### config.mk
export PLATFORM = sky130hd
export DESIGN_NAME = writeback_stage_flat
export DESIGN_NICKNAME = d
export VERILOG_FILES = /design/src/rtl/writeback_stage_if.sv /design/src/rtl/writeback_stage.sv /design/src/flat_wrapper.sv
export SDC_FILE = /design/constraint.sdc
export NUM_CORES = 1
export LEC_CHECK = 0
export CORE_ASPECT_RATIO = 0.75
export CORE_MARGIN = 4
export CORE_UTILIZATION = 35
export DETAILED_ROUTE_END_ITERATION = 7
export GPL_ROUTABILITY_DRIVEN = 0
export HOLD_SLACK_MARGIN = 0.05
export PLACE_DENSITY = 0.71
export SYNTH_ARGS = -nofsm -noshare
export SYNTH_HDL_FRONTEND = slang
export SYNTH_SLANG_ARGS = --single-unit
### constraint.sdc
create_clock -name clk -period 4.8 [get_ports clk]
set_input_delay 0.48 -clock clk [delete_from_list [all_inputs] [get_ports clk]]
set_output_delay 0.48 -clock clk [all_outputs]
set_load 0.01 [all_outputs]
### src/rtl/writeback_stage_if.sv
// -----------------------------------------------------------------------------
// writeback_stage_if
//   Groups the memory-stage -> writeback handshake and the data-bus read
//   response that feeds the writeback stage.
//
//   Signals:
//     m_valid    memory stage presents an instruction
//     m_ready    writeback stage can accept this cycle
//     m_wa       destination register
//     m_wen      instruction writes a register
//     m_is_load  instruction is a load
//     m_ldt      load type (0 LB, 1 LBU, 2 LH, 3 LHU, 4 LW, others = LW)
//     m_addr_lo  low two bits of the load address
//     m_result   ALU result for non-loads
//     m_pc       instruction PC
//     d_data_ok  data-bus read response valid
//     d_data     raw data-bus read word
//
//   Modports:
//     master  upstream side (memory stage / data bus) driving the request
//     slave   writeback stage consuming it
// -----------------------------------------------------------------------------
interface writeback_stage_if #(
    parameter int LDT_W = 3
) ();
    logic              m_valid;
    logic              m_ready;
    logic [4:0]        m_wa;
    logic              m_wen;
    logic              m_is_load;
    logic [LDT_W-1:0]  m_ldt;
    logic [1:0]        m_addr_lo;
    logic [31:0]       m_result;
    logic [31:0]       m_pc;
    logic              d_data_ok;
    logic [31:0]       d_data;

    modport master (
        output m_valid, m_wa, m_wen, m_is_load, m_ldt, m_addr_lo,
               m_result, m_pc, d_data_ok, d_data,
        input  m_ready
    );

    modport slave (
        input  m_valid, m_wa, m_wen, m_is_load, m_ldt, m_addr_lo,
               m_result, m_pc, d_data_ok, d_data,
        output m_ready
    );
endinterface

### src/rtl/writeback_stage.sv
// -----------------------------------------------------------------------------
// writeback_stage
//   Final CPU pipeline stage. Accepts one instruction at a time from the
//   memory stage, waits for the data-bus response on loads, aligns and
//   extends load data, then drives the register-file write port. It also
//   exports bypass/interlock information to decode, since the register file
//   returns pre-write values in the cycle of the write.
//
//   Ports:
//     clk           clock, rising edge
//     resetn        asynchronous active-low reset
//     m             writeback_stage_if.slave (handshake + data-bus response)
//     wa3           register-file write address
//     write_enable  register-file write strobe
//     wd3           register-file write data
//     fwd_valid     wa3/wd3 hold a bypassable value
//     fwd_busy      load in flight to fwd_wa; decode stalls on a match
//     fwd_wa        destination of the held instruction
//     wb_pc         PC of the instruction in this stage
//     ld_misalign   (only with WB_LOAD_MISALIGN_CHECK_EN) one-cycle pulse on
//                   a completed misaligned LH/LHU/LW; its write is suppressed
//
//   Optional feature macro: WB_LOAD_MISALIGN_CHECK_EN
// -----------------------------------------------------------------------------
module writeback_stage #(
    parameter logic [31:0] RESET_PC = 32'hbfc0_0000,
    parameter int          LDT_W    = 3
) (
    input  logic                  clk,
    input  logic                  resetn,
    writeback_stage_if.slave      m,
    output logic [4:0]            wa3,
    output logic                  write_enable,
    output logic [31:0]           wd3,
    output logic                  fwd_valid,
    output logic                  fwd_busy,
    output logic [4:0]            fwd_wa,
    output logic [31:0]           wb_pc
`ifdef WB_LOAD_MISALIGN_CHECK_EN
    ,
    output logic                  ld_misalign
`endif
);

    typedef enum logic [1:0] {
        EMPTY     = 2'd0,
        WAIT_DATA = 2'd1,
        COMMIT    = 2'd2
    } state_t;

    localparam logic [LDT_W-1:0] LDT_LB  = LDT_W'(0);
    localparam logic [LDT_W-1:0] LDT_LBU = LDT_W'(1);
    localparam logic [LDT_W-1:0] LDT_LH  = LDT_W'(2);
    localparam logic [LDT_W-1:0] LDT_LHU = LDT_W'(3);

    state_t            state_reg;
    logic [4:0]        wa_reg;
    logic              wen_reg;
    logic [LDT_W-1:0]  ldt_reg;
    logic [1:0]        addr_lo_reg;

    logic              accept;
    logic [7:0]        byte_lane [4];
    logic [7:0]        byte_sel;
    logic [15:0]       half_sel;
    logic [31:0]       load_data;
    logic              load_we;

    // m_ready depends only on the state register, so it never combinationally
    // depends on m_valid.
    assign m.m_ready = (state_reg == EMPTY) || (state_reg == COMMIT);
    assign accept    = m.m_valid && m.m_ready;

    // Byte lanes of the raw bus word.
    generate
        for (genvar gi = 0; gi < 4; gi++) begin : g_lane
            assign byte_lane[gi] = m.d_data[8*gi +: 8];
        end
    endgenerate

    // Alignment/extension from the captured load type and address; the raw
    // word is only meaningful in WAIT_DATA when d_data_ok is high.
    always_comb begin
        byte_sel = byte_lane[addr_lo_reg];
        half_sel = addr_lo_reg[1] ? m.d_data[31:16] : m.d_data[15:0];
        case (ldt_reg)
            LDT_LB:  load_data = {{24{byte_sel[7]}}, byte_sel};
            LDT_LBU: load_data = {24'd0, byte_sel};
            LDT_LH:  load_data = {{16{half_sel[15]}}, half_sel};
            LDT_LHU: load_data = {16'd0, half_sel};
            default: load_data = m.d_data;
        endcase
    end

`ifdef WB_LOAD_MISALIGN_CHECK_EN
    logic misalign_now;
    always_comb begin
        case (ldt_reg)
            LDT_LB, LDT_LBU: misalign_now = 1'b0;
            LDT_LH, LDT_LHU: misalign_now = addr_lo_reg[0];
            default:         misalign_now = (addr_lo_reg != 2'd0);
        endcase
    end
    assign load_we = wen_reg && (wa_reg != 5'd0) && !misalign_now;
`else
    assign load_we = wen_reg && (wa_reg != 5'd0);
`endif

    always_ff @(posedge clk or negedge resetn) begin
        if (!resetn) begin
            state_reg    <= EMPTY;
            wa_reg       <= 5'd0;
            wen_reg      <= 1'b0;
            ldt_reg      <= '0;
            addr_lo_reg  <= 2'd0;
            wa3          <= 5'd0;
            wd3          <= 32'd0;
            write_enable <= 1'b0;
            fwd_valid    <= 1'b0;
            fwd_busy     <= 1'b0;
            fwd_wa       <= 5'd0;
            wb_pc        <= RESET_PC;
`ifdef WB_LOAD_MISALIGN_CHECK_EN
            ld_misalign  <= 1'b0;
`endif
        end else begin
`ifdef WB_LOAD_MISALIGN_CHECK_EN
            ld_misalign <= 1'b0;
`endif
            if (accept) begin
                // Accept is possible from EMPTY or COMMIT; either way the new
                // instruction replaces whatever was held.
                wa_reg      <= m.m_wa;
                wen_reg     <= m.m_wen;
                ldt_reg     <= m.m_ldt;
                addr_lo_reg <= m.m_addr_lo;
                wb_pc       <= m.m_pc;
                fwd_wa      <= m.m_wa;
                if (m.m_is_load) begin
                    state_reg    <= WAIT_DATA;
                    write_enable <= 1'b0;
                    fwd_valid    <= 1'b0;
                    fwd_busy     <= m.m_wen && (m.m_wa != 5'd0);
                end else begin
                    state_reg    <= COMMIT;
                    wa3          <= m.m_wa;
                    wd3          <= m.m_result;
                    write_enable <= m.m_wen && (m.m_wa != 5'd0);
                    fwd_valid    <= m.m_wen && (m.m_wa != 5'd0);
                    fwd_busy     <= 1'b0;
                end
            end else begin
                case (state_reg)
                    WAIT_DATA: begin
                        if (m.d_data_ok) begin
                            state_reg    <= COMMIT;
                            wa3          <= wa_reg;
                            wd3          <= load_data;
                            write_enable <= load_we;
                            fwd_valid    <= load_we;
                            fwd_busy     <= 1'b0;
`ifdef WB_LOAD_MISALIGN_CHECK_EN
                            ld_misalign  <= misalign_now;
`endif
                        end
                    end
                    COMMIT: begin
                        // wa3/wd3 keep their last value; only the strobe drops.
                        state_reg    <= EMPTY;
                        write_enable <= 1'b0;
                        fwd_valid    <= 1'b0;
                        fwd_busy     <= 1'b0;
                        fwd_wa       <= 5'd0;
                    end
                    default: begin
                        state_reg <= EMPTY;
                    end
                endcase
            end
        end
    end

endmodule

### src/flat_wrapper.sv
// flat-port wrapper written by rule: the top's interface ports become plain ports
module writeback_stage_flat 
#(
    parameter logic [31:0] RESET_PC = 32'hbfc0_0000,
    parameter int          LDT_W    = 3
)
  (clk, resetn, wa3, write_enable, wd3, fwd_valid, fwd_busy, fwd_wa, wb_pc, m_m_valid, m_m_wa, m_m_wen, m_m_is_load, m_m_ldt, m_m_addr_lo, m_m_result, m_m_pc, m_d_data_ok, m_d_data, m_m_ready);
  writeback_stage_if #(.LDT_W(LDT_W)) m_i ();
  input  logic clk;
  input  logic resetn;
  output logic [4:0] wa3;
  output logic write_enable;
  output logic [31:0] wd3;
  output logic fwd_valid;
  output logic fwd_busy;
  output logic [4:0] fwd_wa;
  output logic [31:0] wb_pc;
  input wire logic [$bits(m_i.m_valid)-1:0] m_m_valid;
  input wire logic [$bits(m_i.m_wa)-1:0] m_m_wa;
  input wire logic [$bits(m_i.m_wen)-1:0] m_m_wen;
  input wire logic [$bits(m_i.m_is_load)-1:0] m_m_is_load;
  input wire logic [$bits(m_i.m_ldt)-1:0] m_m_ldt;
  input wire logic [$bits(m_i.m_addr_lo)-1:0] m_m_addr_lo;
  input wire logic [$bits(m_i.m_result)-1:0] m_m_result;
  input wire logic [$bits(m_i.m_pc)-1:0] m_m_pc;
  input wire logic [$bits(m_i.d_data_ok)-1:0] m_d_data_ok;
  input wire logic [$bits(m_i.d_data)-1:0] m_d_data;
  output wire logic [$bits(m_i.m_ready)-1:0] m_m_ready;
  assign m_i.m_valid = m_m_valid;
  assign m_i.m_wa = m_m_wa;
  assign m_i.m_wen = m_m_wen;
  assign m_i.m_is_load = m_m_is_load;
  assign m_i.m_ldt = m_m_ldt;
  assign m_i.m_addr_lo = m_m_addr_lo;
  assign m_i.m_result = m_m_result;
  assign m_i.m_pc = m_m_pc;
  assign m_i.d_data_ok = m_d_data_ok;
  assign m_i.d_data = m_d_data;
  assign m_m_ready = m_i.m_ready;
  writeback_stage #(.RESET_PC(RESET_PC), .LDT_W(LDT_W)) u_core (.clk(clk), .resetn(resetn), .m(m_i), .wa3(wa3), .write_enable(write_enable), .wd3(wd3), .fwd_valid(fwd_valid), .fwd_busy(fwd_busy), .fwd_wa(fwd_wa), .wb_pc(wb_pc));
endmodule
---- After elaboration in Yosys (flattened, before gate mapping) ----
Cells that the tools add are included.
storage, ports and cells
  bits in registers ....................... 89
  bits of input ports ..................... 112
  output and inout port bits .............. 78
  logic and storage cells ................. 61
cells by class
  magnitude comparators ................... 1
  eq/ne operators ......................... 7
  muxes and demuxes ....................... 27
  bitwise gates (word level) .............. 1
  reductions and logical operators ........ 14
operators by type and width
  cell                  count
  $mux W32              4
  $pmux W32 S4          1
  $mux W5               6
  $bmux W8 S2           1
  $mux W16              1
  $mux W8               2
  $reduce_bool A5 Y1    2
  $mux W2               4
  $eq A3 B2 Y1 const B  2
  $mux W1               6
  $reduce_bool A2 Y1    3
  $pmux W1 S2           2
  $eq A3 B1 Y1 const B  1
  $ge A3 B3 Y1 const B  1
  $logic_and A1 B1 Y1   3
  $logic_not A3 Y1      1
  $ne A3 B2 Y1 const B  1
  $not A2 Y3            1
  $reduce_and A3 Y1     1
  $reduce_bool A3 Y1    1
  $eq A2 B1 Y1 const B  1
  $eq A2 B2 Y1 const B  1
  $logic_not A2 Y1      1
  $ne A2 B2 Y1 const B  1
  other kinds (2)       2

---- Logic depth before layout (Yosys ltp) ----
  word-level depth ........................ 8
  mapped depth ............................ 8
  gate-level depth less buffers ........... 6

---- Least setup slack after synthesis ----
No wires, ideal clock.
  path type ............................... register to register
  start point ............................. register u_core.state_reg[0]
  end point ............................... register u_core.wa3[1]
  setup time .............................. 0.125 ns
  data arrival time ....................... 1.848 ns
  required time ........................... 4.675 ns
  slack ................................... 2.827 ns
  stages on the path, launching flop included .. 9
  buffers on the path ..................... 2
  period minus slack after synthesis ...... 1.973 ns
  cells stage by stage .................... dfrtp_1 inv_1 ha_1 o21ai_1 buf_2 nand3_1 nand2_1 buf_2 mux2_2
on the way
  word-level cells in the longest chain between the ends .. 5
  elaborated cells on any way between the ends .. 10
  classes of those cells .................. eq/ne (3); mux (1); reduce/logical (6)
RTL lines
  what                                                                        RTL line                text
  from (decl)                                                                 writeback_stage.sv:56   state_t state_reg;
  from (signal assigned)                                                      writeback_stage.sv:111  state_reg <= EMPTY;
  from (signal assigned)                                                      writeback_stage.sv:140  state_reg <= WAIT_DATA;
  from (signal assigned)                                                      writeback_stage.sv:145  state_reg <= COMMIT;
  $eq A2 B2 Y1 / $logic_not A2 Y1 (equally long branches)                     writeback_stage.sv:71   assign m.m_ready = (state_reg == EMPTY) || (state_reg == COMMIT);
  $logic_or A1 B1 Y1                                                          writeback_stage.sv:71
  $logic_and A1 B1 Y1                                                         writeback_stage.sv:72   assign accept = m.m_valid && m.m_ready;
  $ne A2 B2 Y1 (no source line) / $reduce_bool A2 Y1 (equally long branches)  n/a
  $reduce_and A3 Y1 (no source line)                                          n/a
  to (signal assigned)                                                        writeback_stage.sv:146  wa3 <= m.m_wa;
  to (signal assigned)                                                        writeback_stage.sv:157  wa3 <= wa_reg;
  to (decl)                                                                   writeback_stage.sv:32   output logic [4:0] wa3,
Several ways; a longest one is shown, not always the timed one.
A chain may end at the register's enable or synchronous reset.

---- Worst setup path in the final report ----
  start point ............................. register u_core.state_reg[0]
  end point ............................... register u_core.wa3[2]
Same word-level chain as after synthesis.

==> flow_summary.yaml <==
outcome:
  status: "complete, no violations"
sta:
  fin_ws_ns: 1.745
  relative_slew_slack: 0.2510
  rsz0062_at_grt: "false"
  fmax_mhz: 327.3
  period_minus_slack_ns: 3.055
  max_slew.worst_pin.slew_ns: 1.122
  fin_crit_sh: 0.6365
  timing.final.hold_violations: 0
  report.final.setup_viol: 0
  sum_of_negative_setup_slack_ns: 0
  timing.hold.ws_ns: 0.07935
  worst_clock_skew_ns: 0.006587
  number_of_max_slew_violations_in_the_final_report: 0
yosys:
  synth-edff-count: 0
  yosys.cell_types.count: 46
  ys_ff_latch: 89
  postSynth.asyncResetShare: 1.000
  synth.area.top_cells: "dfrtp_1, nand2_1, dfstp_2"
  synth.cell_area_mm2: 0.004314
  per_instance_average_area_after_synthesis_um2: 9.140
  syn-instance-count: 472
  yosys.area.top_type: "dfrtp_1"
  yosys_warnings: 0
  yosysSeqAreaShare: 0.5189
  dominantRegCellSynth: "dfrtp_1"
  mappedNetlistNets: 587
  yosys.area.top_type_share: 0.4640
die:
  floorplan.initialDensity: 0.3648
  overall_die_area_mm2: 0.01419
  core.rowCount: 34
  num_io_pins: 190
  die_y_um: 104.2
  die_w_um: 136.2
  core_area_mm2: 0.01183
grt:
  antenna_found_initial: 0
  met3_global_route_usage: 0.06044
  gr-usage-met1: 0.2930
  groute.usage.overall: 0.2073
  met2_usage: 0.3106
  grt_start_max_net_pins: 54
  grt_remaining_overflow: 0
  grt-busiest-layer: "met2"
  grt_first_pass_wirelength_um: 23160
  first_global_vias: 4269
finish:
  final_layout_size_suffix_gt1_frac: 0.08179
  antenna-diode-count: 0
  reg.largest.list: "u_core.wb_pc (32), u_core.wd3 (32)"
  areaGrowthSynthToFinish_pct: 53.74
  fillers: 1084
  num-nets-final: 758
clocking:
  numCtsBuffers: 9
  hold_buffers: 0
  clkTransAtPathRegs_ns: 0.06
  ctsResizeCount: 0
  tritoncts_clock_tree: "yes"
  htree_num_levels: 3
  setup_fix_buffers_added_after_clock_tree_synthesis: 0
  numClockSinks: 89
  cts-root-to-sink-buffers: 2
  clockRootBuffer: "clkbuf_16"
  worst_skew_pair.late_latency_ns: 0.33
detailed_routing:
  drt-initial-drc-count: 356
  ant_nets: 0
  detailedRoute.firstPassIterationCount: 5
  drt-vias-per-instance: 5.184
  detailroute.via_count: 4199
  postRouteWirelength_um: 14650
  post_drt_wl_per_cell_um: 18.08
  number_of_design_rule_violations_left_after_detail_routing: 0
critical_path:
  critPathBufInv: 2
  path_class: "flip-flop to flip-flop"
  worst_path_dominant_cell_family: "compound AO/OA/AOI/OAI gates"
  timing.critical_path.required_ns: 5.02
  critical_path.endpoint_type: "flip-flop"
  path_cells: "inv_1, ha_1, o21ai_4, buf_4, nand3_1, nand2_1, mux2_2"
  critical_path.max_fanout: 40
  r2r_start: "u_core.state_reg[0]"
  critical_path.startpoint_type: "flip-flop"
  worst_r2r_setup_slack_ns: 1.74
  timing.critical_path.from: "u_core.state_reg[0]"
  rr_endpoint: "u_core.wa3[2]"
  timing.critical_path.slowest_stage_cell: "o21ai_4"
  worstPathArrival_ns: 3.27
  rr_worst_depth: 7
  cpPeakStageDelay_ns: 0.76
worst_hold_path:
  timing.hold.worst.class: "input port to asynchronous set/reset pin"
pwr:
  power.ir.vdd_worst_mv: 0.2107
  power-per-cell-area_mw_per_mm2: 455.7
  totalPowerFinal_uw: 3022
  static-leakage-power_uw: 0.002907
placement:
  dp_worst_setup_slack_ns: 1.768
  half_perimeter_wire_length_after_placement_um: 11040
  numPortBuffers: 189
flow_run:
  maxCapViolations: 0
==> stage by stage <==
step	instance area (um2)	utilization	cells
final	6633	0.5608	810
after CTS	6633	0.5608	810
after global routing	6633	0.5608	810
after floorplan	4314	-	472
after detailed placement	6310	0.5335	794
after global placement	6310	0.5335	794
==> metal layers <==
layer | share of wire | vias up
li1 | - | 1974
met3 | 0.087 | 20
met1 | 0.44 | 2000
met2 | 0.45 | 205
met5 | 0 | -
met4 | 0.016 | 0
==> kinds of logic (layout without fill, tap and decap cells) <==
logic type,Yosys count,count (layout),synth area share
and+or+nand+nor,227,227,0.2358
AOI/OAI and AO/OA,91,91,0.1415
DFF,89,89,0.5189
buffers and inverters,42,218,0.04176
muxes,20,20,0.05336
adders and majority gates,3,3,0.008702
==> how the worst max path moves through the flow <==
stage,to,slack [ns],depth (start not counted)
2_1_floorplan,u_core.wa3[1],2.83,8
3_3_place_gp,u_core.wd3[15],1.86,5
3_5_place_dp,u_core.wd3[31],1.77,6
4_1_cts,u_core.wa3[2],1.77,7
5_1_grt,u_core.wa3[3],1.53,7
6_report,u_core.wa3[2],1.74,7
==> power by group <==
group	internal (uW)	switching (uW)
logic	616	509
clock network	472	287
registers	977	162
total	2060	957
==> cells in the final DEF, fill, tap and decap left out, drive strengths merged, types with 2 or more instances in the layout <==
cell type      Yosys  layout
clkdlybuf4s50      0     188
nand2            144     144
dfrtp             80      80
nand3             27      27
a21oi             23      23
o211ai            20      20
and3              17      17
o21ai             16      16
mux2              14      14
clkbuf            20      12
nor3              11      11
dfstp              9       9
or3                8       8
inv                7       7
nand2b             7       7
o31ai              7       7
buf               15       7
nor2               6       6
mux2i              5       5
a31oi              5       5
a211oi             3       3
ha                 3       3
or2                2       2
o41ai              2       2
a211o              2       2
o22ai              2       2
nor3b              2       2
a2111oi            2       2
bufinv             0       2
o21a               2       2
o221ai             2       2
==> cell usage after synthesis (2+ instances only) <==
library cell and n:
nor3_1 11, a211oi_1 3, a31oi_1 5, o22ai_1 2
and3_1 16, o211ai_1 20, a2111oi_0 2, o41ai_1 2
nor2_1 4, o21ai_0 15, o31ai_1 7, dfrtp_1 80
nand2_1 144, dfstp_2 9, inv_1 7, mux2_2 14
nor3b_1 2, o21a_1 2, clkbuf_1 20, nand3_1 27
buf_1 4, nand2b_1 7, mux2i_1 5, buf_2 9
ha_1 3, or2_2 2, a211o_1 2, or3_1 8
a21oi_1 23
==> cell type report <==
class / instances / area (um2) / share of cell area
Clock buffer: 12 / 246.5 / 0.03716
Clock inverter: 4 / 76.32 / 0.01151
Inverter: 7 / 26.28 / 0.003962
Multi-Input combinational cell: 341 / 1908 / 0.2877
Sequential cell: 89 / 2238 / 0.3375
Tap cell: 162 / 202.7 / 0.03056
Timing Repair Buffer: 195 / 1934 / 0.2916
Power figures use the tool's default switching activity.
